## config.mk

```make
export PLATFORM = sky130hd
export DESIGN_NAME = stat_stream_accumulator
export DESIGN_NICKNAME = d
export VERILOG_FILES = /design/src/rtl/stat_pkg.sv /design/src/rtl/stat_seq_divider.sv /design/src/rtl/stat_stream_accumulator.sv
export SDC_FILE = /design/constraint.sdc
export NUM_CORES = 1
export LEC_CHECK = 0
export CELL_PAD_IN_SITES_DETAIL_PLACEMENT = 1
export CELL_PAD_IN_SITES_GLOBAL_PLACEMENT = 2
export CORE_UTILIZATION = 34
export DETAILED_ROUTE_END_ITERATION = 12
export GPL_TIMING_DRIVEN = 0
export HOLD_SLACK_MARGIN = 0.12
export PLACE_DENSITY = 0.9
export SYNTH_ARGS = -nofsm -noshare
export SYNTH_HDL_FRONTEND = slang
export SYNTH_SLANG_ARGS = --single-unit
```

## constraint.sdc

```tcl
create_clock -name clk -period 7.41 [get_ports clk]
set_input_delay 1.8525 -clock clk [delete_from_list [all_inputs] [get_ports clk]]
set_output_delay 1.8525 -clock clk [all_outputs]
set_load 0.1 [all_outputs]
```

## src/rtl/stat_pkg.sv

```systemverilog
// Shared types and defaults for the statistics path: FSM states, default
// sample geometry and the result-word width used by all statistics units.
package stat_pkg;

  typedef enum logic [1:0] {
    ACCUM,
    DIVIDE,
    OUTPUT
  } stat_state_t;

  localparam int STAT_DATA_W = 16;
  localparam int STAT_MAX_N  = 256;
  localparam int RESULT_W    = 32;

endpackage

```

## src/rtl/stat_seq_divider.sv

```systemverilog
// Unsigned restoring divider, one quotient bit per cycle. The start edge
// already retires the first bit, so a full quotient takes SUM_W edges.
module stat_seq_divider #(
  parameter int SUM_W = 24,
  parameter int CNT_W = 9
) (
  input  logic             clk,
  input  logic             rst,
  input  logic             start,
  input  logic [SUM_W-1:0] dividend,
  input  logic [CNT_W-1:0] divisor,
  output logic             busy,
  output logic             done,
  output logic [SUM_W-1:0] quotient
);

  localparam int ITER_W = $clog2(SUM_W);

  logic [CNT_W-1:0]  rem_q, div_q;
  logic [SUM_W-1:0]  dq_q;
  logic [ITER_W-1:0] iter_q;

  logic [CNT_W-1:0]  rem_in, rem_out, dsr;
  logic [SUM_W-1:0]  dq_in, dq_out;
  logic [CNT_W:0]    trial;

  // One restoring step; dividend bits shift out of dq while quotient bits
  // shift in, so dq holds the quotient after the final step.
  always_comb begin
    // NOTE: every combinational output gets a default first so no path can infer a latch.
    rem_out = '0;
    dq_out  = '0;
    rem_in  = start ? '0       : rem_q;
    dq_in   = start ? dividend : dq_q;
    dsr     = start ? divisor  : div_q;
    trial   = {rem_in, dq_in[SUM_W-1]};
    if (trial >= {1'b0, dsr}) begin
      rem_out = CNT_W'(trial - {1'b0, dsr});
      dq_out  = {dq_in[SUM_W-2:0], 1'b1};
    end else begin
      rem_out = trial[CNT_W-1:0];
      dq_out  = {dq_in[SUM_W-2:0], 1'b0};
    end
  end

  always_ff @(posedge clk) begin
    // NOTE: sequential state uses <= so every register samples pre-edge values.
    if (rst) begin
      rem_q  <= '0;
      div_q  <= '0;
      dq_q   <= '0;
      iter_q <= '0;
      busy   <= 1'b0;
      done   <= 1'b0;
    end else begin
      done <= 1'b0;
      if (start) begin
        rem_q  <= rem_out;
        dq_q   <= dq_out;
        div_q  <= divisor;
        iter_q <= ITER_W'(1);
        busy   <= 1'b1;
      end else if (busy) begin
        rem_q  <= rem_out;
        dq_q   <= dq_out;
        iter_q <= iter_q + 1'b1;
        if (iter_q == ITER_W'(SUM_W - 1)) begin
          busy <= 1'b0;
          done <= 1'b1;
        end
      end
    end
  end

  assign quotient = dq_q;

endmodule

```

## src/rtl/stat_stream_accumulator.sv

```systemverilog
// Streaming N-sample statistics: running sum/max/min over a handshaked set,
// then a sequential mean divide, presenting a held result word set.
module stat_stream_accumulator
  import stat_pkg::*;
#(
  parameter int DATA_W = STAT_DATA_W,
  parameter int MAX_N  = STAT_MAX_N,
  parameter int CNT_W  = $clog2(MAX_N + 1)
) (
  input  logic                     clk,
  input  logic                     rst,
  input  logic                     in_valid,
  output logic                     in_ready,
  input  logic signed [DATA_W-1:0] in_data,
  input  logic                     in_last,
  output logic                     out_valid,
  input  logic                     out_ready,
  output logic [RESULT_W-1:0]      out_mean,
  output logic [RESULT_W-1:0]      out_max,
  output logic [RESULT_W-1:0]      out_min,
  output logic [CNT_W-1:0]         out_count,
  output logic                     out_truncated
);

  localparam int SUM_W = DATA_W + $clog2(MAX_N);

  stat_state_t state_q, state_d;

  logic signed [SUM_W:0]    sum_q, sum_d;
  logic [CNT_W-1:0]         count_q, count_d;
  logic signed [DATA_W-1:0] max_q, min_q;
  logic                     trunc_q;

  logic                     hs, close;
  logic [SUM_W-1:0]         div_dividend, div_quotient;
  logic                     div_busy, div_done;
  logic signed [RESULT_W-1:0] q_ext, mean_d;

  assign in_ready  = (state_q == ACCUM) && !rst;
  assign out_valid = (state_q == OUTPUT);

  assign hs      = in_valid && in_ready;
  assign sum_d   = sum_q + {{(SUM_W + 1 - DATA_W){in_data[DATA_W-1]}}, in_data};
  assign count_d = count_q + 1'b1;
  assign close   = hs && (in_last || count_d == CNT_W'(MAX_N));

  // The divider starts on the closing edge from the post-update sum/count.
  assign div_dividend = sum_d[SUM_W] ? SUM_W'(-sum_d) : SUM_W'(sum_d);

  stat_seq_divider #(
    .SUM_W (SUM_W),
    .CNT_W (CNT_W)
  ) u_div (
    .clk      (clk),
    .rst      (rst),
    .start    (close),
    .dividend (div_dividend),
    .divisor  (count_d),
    .busy     (div_busy),
    .done     (div_done),
    .quotient (div_quotient)
  );

  // Sum stays intact through DIVIDE, so its sign drives the fix-up.
  assign q_ext  = RESULT_W'(div_quotient);
  assign mean_d = sum_q[SUM_W] ? -q_ext : q_ext;

  always_ff @(posedge clk) begin
    if (rst) state_q <= ACCUM;
    else     state_q <= state_d;
  end

  always_comb begin
    state_d = state_q;
    case (state_q)
      ACCUM:   if (close)                  state_d = DIVIDE;
      DIVIDE:  if (div_done && !div_busy)  state_d = OUTPUT;
      OUTPUT:  if (out_ready)              state_d = ACCUM;
      default:                             state_d = ACCUM;
    endcase
  end

  always_ff @(posedge clk) begin
    if (rst) begin
      sum_q         <= '0;
      count_q       <= '0;
      max_q         <= '0;
      min_q         <= '0;
      trunc_q       <= 1'b0;
      out_mean      <= '0;
      out_max       <= '0;
      out_min       <= '0;
      out_count     <= '0;
      out_truncated <= 1'b0;
    end else begin
      case (state_q)
        ACCUM: if (hs) begin
          sum_q   <= sum_d;
          count_q <= count_d;
          // An empty count marks the first sample of a set.
          if (count_q == '0) begin
            max_q <= in_data;
            min_q <= in_data;
          end else begin
            if (in_data > max_q) max_q <= in_data;
            if (in_data < min_q) min_q <= in_data;
          end
          if (close) trunc_q <= !in_last;
        end
        DIVIDE: if (div_done) begin
          out_mean      <= mean_d;
          out_max       <= RESULT_W'(max_q);
          out_min       <= RESULT_W'(min_q);
          out_count     <= count_q;
          out_truncated <= trunc_q;
        end
        OUTPUT: if (out_ready) begin
          sum_q   <= '0;
          count_q <= '0;
          max_q   <= '0;
          min_q   <= '0;
          trunc_q <= 1'b0;
        end
        default: ;
      endcase
    end
  end

endmodule

```

==> impl_results.md, run 1 <==
- Setup CP Type: input port to flip-flop
- Clock power frac: 0.347
- Initial antenna violation count: 1
- Slew @ Worst Pin: 1.26 ns
- Clk_lat worst skew: 0.47 ns
- Clk_skew: 0.0167 ns
- Core area: 0.0325 mm²
- Global route overflow: 0
- Cell area after synthesis: between 0.01 and 0.015 mm²
- Async SR Flop Fraction: 0
- Top cells by area, synth: dfxtp_1 34%, ha_1 7.7%, nor2_1 5.5%
- Via count: 10300
- Hold path endpoint: out_count[1]
- Mapped Cells: 1365
- Syn_area_per_cell: 8.20 µm²
- Fillcell total: a little under 4000
- Crit Path Max Fanout: 7
- Finished Core Util: 0.424
- Setup violations, final: 0
- CTS tree: yes
- R2R Path End: u_div.rem_q[0]
- Num ports: roughly 130
- WP data arrival: 7.56 ns
- Final net count: 1609
- Drc violations: 0
- Antenna Nets Post-Route: 0
- GRT Total Usage: 0.222
- Number of global-route vias before repair: between 10000 and 15000
- Post-synth EDFFs: 0
- Number of synthesized register bits: roughly 190
- Pint: ~0.0018 W
- Register area share after synthesis: 0.344
- Final hold slack: 0.457 ns
- Crit. End Element: flip-flop
- Rows: 66
- Largest net degree at the start of global routing: 19
- Switch share: 0.338
- Bufs and invs on worst path: 4
- H-tree Lvls: 4
- Status: finished clean
- Multi-input gate area: 0.00665 mm²
- PortBufs: 128
- Max IR drop VDD: around 180 µV
- Die X-Extent: 183 µm
- CP required: 7.78 ns
- FF-to-FF Start: count_q[1]
- Die area: around 0.034 mm²
- Final period util: 0.971
- Yosys warnings: 0
- Fin crit period: 7.19 ns
- Top-area cell type share of the netlist area: 0.344
- Worst hold start: out_count[1]
- Share of cells above drive strength 1: 0.0870
- Register-to-Register Path Depth: 23
- Initial core utilization: 0.345
- Worst hold-check path type: flip-flop to flip-flop
- CTS max path bufs: 2
- Syn-to-layout area delta: 23.1%
- Pins Over Slew Limit: 0
- Primary FF master, synth: dfxtp_1
- CP max-delay cell: clkdlybuf4s50_1
- Clk Tree Root Cell: clkbuf_16
- Clock buffer count from CTS: 17
- Switch Pwr: 0.000907 W
- Fmax: 139 MHz
- Wirelength per Cell: 18.6 µm
- Max-Cap Viols: 0
- Half-perimeter wire length after placement: 28000 µm
- First-pass GRT wire length: 57800 µm
- Startpoint Class: input port
- Drt first pass iters: 4
- Via/cell ratio: 5.22
- Antenna cells: 0
- Storage cell area: between 0.003 and 0.004 mm²
- Clock Pin Slew Worst Setup and Hold Paths: 0.08 ns
- Pre-CTS setup slack: -1.57 ns
- Largest delay contributor family on the critical path: compound AO/OA/AOI/OAI gates
- Setup TNS: 0 ns
- First DRT Iteration DRCs: 467
- Gpl congestion: 0.853
- Drt total wl: 36700 µm
- Final Hold Viols: 0
- Clock sinks: ~190
- Share of power burned in registers: 0.412
- Hold Path Depth: 2
- Setup ws final: 0.218 ns
- Largest area contributor in the netlist: dfxtp_1
- Cell variety after synth: 81
- Die height: 183 µm
- Combinational Power Share: 0.241
- Syn Nets: 1457
- FF-to-FF setup slack: 1.57 ns
- CTS Hold Bufs: 0
- Leakage power: 5.10 nW
- Critical path's largest stage delay: 0.64 ns
- Slew headroom: 0.158
- P per Cell Area: 195 mW/mm²
==> flip-flops by register name, summed over array words and instances, names as in the netlist <==
name            cells
u_div.rem_q         9
sum_q              25
out_truncated       1
trunc_q             1
out_min            16
u_div.iter_q        5
out_max            16
u_div.busy          1
count_q             9
u_div.div_q         9
min_q              16
max_q              16
out_count           9
state_q             2
u_div.quotient     24
u_div.done          1
out_mean           32
==> layout by cell type, fill, tap and decap left out, types with 20 or more instances in the layout <==
master and count:
mux2i_1 53, nand2_1 145, nor2_1 162, dfxtp_1 192, clkbuf_1 61, a211oi_1 61
a22oi_1 26, nor3_1 20, xnor2_1 33, and2_1 28, clkdlybuf4s50_1 116, o21ai_0 31
nor2b_1 21, nand4_1 21, xor2_1 46, buf_4 39, a21oi_1 111, inv_1 56
ha_1 64
==> per-stage QoR <==
stage | instances | instance area [µm²] | power [W]
2_1_floorplan | 1365 | 11200 | 0.00156
3_3_place_gp | 1935 | 13000 | 0.00172
3_5_place_dp | 1935 | 13000 | 0.00174
4_1_cts | 1971 | 13700 | 0.00268
5_1_grt | 1971 | 13800 | 0.00280
6_report | 1971 | 13800 | 0.00268
==> layer usage <==
layer	GRT usage	share of wire	vias up
met5	0	0.00035	-
li1	-	-	5024
met3	0.0326	0.036	56
met1	0.280	0.46	4988
met4	0.0773	0.023	2
met2	0.382	0.48	209
==> power groups by stage <==
stage / sequential, W / combinational (W) / clock (W)
finish: 0.00110 / 0.000647 / 0.000929
global placement: 0.00113 / 0.000593 / 0
floorplan: 0.00111 / 0.000444 / 0
global route: 0.00111 / 0.000711 / 0.000980
CTS: 0.00110 / 0.000634 / 0.000943
detailed placement: 0.00113 / 0.000609 / 0
==> worst max-delay path by stage <==
stage                      startpoint             end  slack (ns)  cells past startpoint
after floorplan            in_data[0]  u_div.rem_q[8]        0.44                     26
after global placement    in_data[15]  u_div.rem_q[8]       -1.43                     27
after detailed placement  in_data[15]  u_div.rem_q[8]       -1.57                     27
after CTS                  in_data[6]  u_div.rem_q[0]       0.009                     26
after global routing       in_data[5]  u_div.rem_q[0]       -0.02                     26
final                     in_data[13]  u_div.rem_q[0]        0.22                     26
==> synthesized netlist by cell type, types with 4 or more instances <==
cell type / n
or3_1: 7
and2_1: 28
nor2b_1: 21
a21oi_1: 113
buf_4: 32
a31oi_1: 4
nand2b_1: 6
dfxtp_1: 192
o31ai_1: 9
nand3b_1: 4
inv_1: 56
nand3_1: 10
a21o_1: 18
a21oi_2: 4
buf_2: 11
nand2_1: 145
nor4_1: 4
clkbuf_1: 64
or4_1: 6
xnor2_1: 35
a22oi_1: 26
nand4_1: 21
nor3_1: 23
nor2_1: 163
and3_1: 4
xor2_1: 46
mux2i_1: 53
buf_1: 5
o21ai_0: 33
o41ai_1: 4
a211oi_1: 63
o21bai_1: 4
ha_1: 69
o21a_1: 15
o211ai_1: 4
==> kinds of logic after synthesis <==
kind of cell,count (synthesis),synth area share
xor+xnor,82,0.0649
fa+ha+maj,71,0.0807
buf+inv,173,0.0738
flops,192,0.344
mux,53,0.0474
compound gates,334,0.199
simple gates,460,0.190
==> final cells by class <==
type	instances	share of cell area
Multi-Input combinational cell	1000	0.483
Tap cell	442	0.0401
Clock buffer	18	0.0319
Clock inverter	13	0.00899
Inverter	56	0.0153
Buffer	114	0.0442
Sequential cell	192	0.279
Timing Repair Buffer	136	0.0979
==> worst reg2reg max path, stage by stage, from the launching register on <==
cell and delay, ns:
dfxtp_1 0.49, ha_1 0.32, and3_1 0.19, clkbuf_1 0.23
nand4_1 0.15, xnor2_1 0.37, nor4b_2 0.42, o21a_1 0.32
buf_1 0.50, mux2i_1 0.29, ha_1 0.21, inv_1 0.06
fa_1 0.41, a21o_1 0.23, a21oi_4 0.21, o22ai_1 0.09
nor2_1 0.15, o21ai_1 0.13, a221oi_4 0.31, buf_6 0.17
nor2_1 0.06, o21ai_0 0.15, a211oi_1 0.07, a31o_1 0.21
==> repair_timing <==
action | in CTS | in global routing
setup buffers | 7 | 1
resized for setup | 15 | 28
gates cloned | 0 | 0
endpoints found under the setup margin | 10 | 10
pin swaps | 5 | 4
(Power assumes the default switching activity.)
==> inputs of run 2 (changes only) <==
--- a/config.mk
+++ b/config.mk
@@ -7,7 +7,9 @@
 export LEC_CHECK = 0
 export CELL_PAD_IN_SITES_DETAIL_PLACEMENT = 1
 export CELL_PAD_IN_SITES_GLOBAL_PLACEMENT = 2
+export CORE_MARGIN = 10
 export CORE_UTILIZATION = 34
+export CTS_CLUSTER_DIAMETER = 200
 export DETAILED_ROUTE_END_ITERATION = 12
 export GPL_TIMING_DRIVEN = 0
 export HOLD_SLACK_MARGIN = 0.12
==> impl_results.md, run 2 (same netlist as run 1, synthesis figures left out) <==
- Status: finished clean
- GRT Total Usage: 0.183
- Met1 wire length: about 17000 µm
- P per Cell Area: 197 mW/mm²
- CP max-delay cell: fa_1
- Num ports: 129
- Bufs and invs on worst path: 3
- Initial core utilization: 0.344
- Final period util: 0.978
- Antenna Nets Post-Route: 0
- Syn-to-layout area delta: 23.8%
- Die area: 0.0406 mm²
- PortBufs: around 130
- Leakage power: 5.16 nW
- Startpoint Class: input port
- FF-to-FF setup slack: about 1.5 ns
- Commonest non-fill, non-tap cell in the layout: dfxtp_1
- H-tree Lvls: 4
- Setup CP Type: input port to flip-flop
- Largest net degree at the start of global routing: 19
- Clk_skew: 0.0131 ns
- Max-Cap Viols: 0
- Gpl congestion: 0.870
- Pins Over Slew Limit: 0
- Max IR drop VDD: 170 µV
- Metal2 WL: 18600 µm
- Drt total wl: 38300 µm
- Largest delay contributor family on the critical path: compound AO/OA/AOI/OAI gates
- Die height: 201 µm
- Via/cell ratio: 5.24
- Worst path most repeated cell: fa_1
- Final net count: 1609
- First-pass GRT wire length: 59700 µm
- Slew headroom: 0.154
- Clock Pin Slew Worst Setup and Hold Paths: 0.08 ns
- Clk_lat worst skew: 0.45 ns
- Rows: 66
- WP data arrival: 7.60 ns
- Wire length on met3: 1720 µm
- Half-perimeter wire length after placement: 29200 µm
- Drt first pass iters: 5
- Largest register FFs: 32
- Via count: 10300
- Final Hold Viols: 0
- Top reg by flops: out_mean
- Fin crit period: 7.25 ns
- Initial antenna violation count: 0
- First DRT Iteration DRCs: 548
- Total power: 0.00272 W
- CTS tree: yes
- Clk Tree Root Cell: clkbuf_16
- Crit. End Element: flip-flop
- CTS max path bufs: 2
- Core area: 0.0325 mm²
- Crit Path Max Fanout: 6
- Final hold slack: around 0.46 ns
- Most frequent cells in the layout: 192 x dfxtp_1, 160 x nor2_1, 145 x nand2_1
- Wirelength per Cell: 19.4 µm
- CP required: 7.76 ns
- Setup violations, final: 0
- Critical path's largest stage delay: 0.42 ns
- Clock buffer count from CTS: 17
- Share of cells above drive strength 1: 0.0876
- Number of global-route vias before repair: 10700
- Setup TNS: 0 ns
- Fin area: 0.0139 mm²
- Worst hold-check path type: flip-flop to flip-flop
- Fmax: around 140 MHz
- Slew @ Worst Pin: 1.27 ns
- Die X-Extent: 201 µm
- Top Layer Used: met4
- Drc violations: 0
- Global route overflow: 0
- Clock sinks: 192
- DP Area: 0.0130 mm²
- Antenna cells: 0
## run 2: routing by layer
layer	vias up	track usage
met5	-	0
met3	32	0.0365
met2	188	0.314
li1	5032	-
met1	5072	0.227
met4	0	0.0523
## run 2: worst min-delay path, stage by stage (launching register included)
cell and delay (ns):
dfxtp_1 0.31, nand2_1 0.05, a21oi_1 0.05
## run 2: cell type report
type                            count  area [µm²]
Clock buffer                       22         474
Timing Repair Buffer              135        1350
Multi-Input combinational cell   1000        6690
Tap cell                          442         553
Buffer                            115         611
Clock inverter                     10         124
Fill cell                        3937       18700
Inverter                           56         210
Sequential cell                   192        3840
## run 2: what timing repair did
action / CTS / global route
hold buffers: 0 / 0
hold endpoints to repair: 0 / 0
buffers inserted: 6 / 1
resized for setup: 17 / 35
pin swaps: 5 / 5
setup endpoints to repair: 10 / 10
## run 2: stage by stage
stage	cells	util	setup slack [ns]
after floorplan	1365	-	0.438
after CTS	1973	0.422	0.0178
final	1972	0.426	0.164
after detailed placement	1935	0.400	-1.43
after global placement	1935	0.400	-1.34
after global routing	1972	0.426	-0.0227
## run 2: worst paths after layout
kind,startpoint,endpoint,cells past startpoint
worst max register to register,count_q[1],u_div.rem_q[0],23
worst min register to register,out_max[11],out_max[11],2
worst max-delay path,in_data[0],u_div.rem_q[0],27
worst min-delay path,out_max[11],out_max[11],2
## run 2: power by group
group | internal [W] | leakage [nW] | switching (W) | total [W]
clock | 0.000529 | 0.288 | 0.000436 | 0.000964
combinational | 0.000253 | 3.32 | 0.000401 | 0.000654
sequential | 0.00107 | 1.56 | 0.0000373 | 0.00110
==> inputs of run 3 (changes only) <==
--- a/config.mk
+++ b/config.mk
@@ -8,12 +8,12 @@
 export CELL_PAD_IN_SITES_DETAIL_PLACEMENT = 1
 export CELL_PAD_IN_SITES_GLOBAL_PLACEMENT = 2
 export CORE_MARGIN = 10
-export CORE_UTILIZATION = 34
+export CORE_UTILIZATION = 37
 export CTS_CLUSTER_DIAMETER = 200
 export DETAILED_ROUTE_END_ITERATION = 12
 export GPL_TIMING_DRIVEN = 0
 export HOLD_SLACK_MARGIN = 0.12
-export PLACE_DENSITY = 0.9
+export PLACE_DENSITY = 0.95
 export SYNTH_ARGS = -nofsm -noshare
 export SYNTH_HDL_FRONTEND = slang
 export SYNTH_SLANG_ARGS = --single-unit
==> constraint.sdc (replaced) <==
create_clock -name clk -period 9.3 [get_ports clk]
set_input_delay 2.325 -clock clk [delete_from_list [all_inputs] [get_ports clk]]
set_output_delay 2.325 -clock clk [all_outputs]
set_load 0.1 [all_outputs]
==> impl_results.md, run 3 (same netlist as run 1, synthesis figures left out) <==
- Worst hold-check path type: flip-flop to flip-flop
- Met1 Use GR: 0.244
- Initial core utilization: 0.376
- Final net count: 1608
- Number of global-route vias before repair: 10800
- Routing usage on met2: 0.332
- First DRT Iteration DRCs: 559
- Busiest grt layer: met2
- DP Area: 0.0130 mm²
- Num ports: 129
- Clk_lat worst skew: 0.46 ns
- Fin area: between 0.01 and 0.015 mm²
- Largest net degree at the start of global routing: 20
- WP data arrival: 9.18 ns
- H-tree Lvls: 4
- Clock sinks: 192
- Die X-Extent: 194 µm
- CTS max path bufs: 2
- Setup ws final: ~0.50 ns
- Largest register FFs: 32
- Largest delay contributor family on the critical path: compound AO/OA/AOI/OAI gates
- Die area: 0.0376 mm²
- Final period util: 0.947
- Max IR drop VDD: 108 µV
- Rows: 63
- Status: finished clean
- GRT Total Usage: 0.194
- PortBufs: 128
- Startpoint Class: input port
- RSZ-0062 raised after global routing: false
- Wirelength per Cell: 19.6 µm
- Slew headroom: 0.271
- Max-Cap Viols: 0
- Setup TNS: 0 ns
- Met3 usage: 0.0356
- Clock Pin Slew Worst Setup and Hold Paths: 0.08 ns
- CTS tree: yes
- P per Cell Area: 157 mW/mm²
- Most frequent cells in the layout: 192 x dfxtp_1, 163 x nor2_1, 145 x nand2_1
- Crit. End Element: flip-flop
- Fin crit period: 8.80 ns
- Die height: 194 µm
- Final hold slack: 0.456 ns
- First-pass GRT wire length: roughly 60000 µm
- Via count: 10400
- Fmax: 114 MHz
- CP max-delay cell: clkdlybuf4s50_1
- Clock buffer count from CTS: 17
- Drt total wl: 37600 µm
- Finished Core Util: 0.457
- Leakage power: between 5 and 6 nW
- Share of cells above drive strength 1: 0.0719
- Global route overflow: 0
- Crit Path Max Fanout: 10
- Antenna cells: 0
- Pre-CTS setup slack: -0.111 ns
- Slew @ Worst Pin: roughly 1.1 ns
- Top reg by flops: out_mean
- CP required: 9.67 ns
- Pins Over Slew Limit: 0
- Gpl congestion: approximately 0.9
- Commonest non-fill, non-tap cell in the layout: dfxtp_1
- Final Hold Viols: 0
- Core area: 0.0297 mm²
- Setup violations, final: 0
- Initial antenna violation count: 0
- Syn-to-layout area delta: 21.5%
- Worst path most repeated cell: o21ai_0
- Drt first pass iters: 4
- Drc violations: 0
- Antenna Nets Post-Route: 0
- FF-to-FF setup slack: roughly 2.7 ns
- Setup CP Type: input port to flip-flop
- Half-perimeter wire length after placement: 29000 µm
- Critical path's largest stage delay: 0.53 ns
- Clk_skew: 0.0195 ns
- Via/cell ratio: 5.42
- Bufs and invs on worst path: 4
- Clk Tree Root Cell: clkbuf_16
-- run 3: timing repair --
item | 4_1_cts | 5_1_grt
gates resized for setup | 0 | 2
setup buffers | 0 | 3
endpoints found under the setup margin | 0 | 10
hold buffers | 0 | 0
-- run 3: tightest hold or removal path, stage by stage (launching register included) --
cell     delay [ns]
dfxtp_1        0.31
nand2_1        0.05
a21oi_1        0.05
-- run 3: worst paths after layout --
path | cells past startpoint | from | endpoint
worst max register to register | 26 | sum_q[0] | u_div.rem_q[8]
worst max-delay path | 27 | in_data[0] | u_div.rem_q[8]
worst min-delay path | 2 | out_mean[25] | out_mean[25]
worst min register to register | 2 | out_mean[25] | out_mean[25]
-- run 3: cell type report --
type	instances	area, µm²
buffer	117	616
clock buffer	18	439
clock inverter	14	153
fill	3604	16100
inverter	56	210
multi-input combinational	1000	6530
sequential	192	3840
tap	390	488
timing repair buffer	132	1320
-- run 3: power by group --
group          switching, W  total, W  internal (W)
sequential        0.0000315  0.000882      0.000850
combinational      0.000305  0.000496      0.000191
clock              0.000384  0.000750      0.000366
total              0.000721   0.00213       0.00141
-- run 3: routing by layer --
layer	share of wire	vias up	wire length (µm)
met5	0	-	0
met4	0.018	0	687
met2	0.48	214	18100
met1	0.46	5104	17200
met3	0.045	42	1690
li1	-	5039	-
-- run 3: per-stage QoR --
stage,cells,total power (W)
floorplan,1365,0.00124
global placement,1883,0.00137
finish,1919,0.00213
global route,1919,0.00223
detailed placement,1883,0.00138
CTS,1915,0.00212
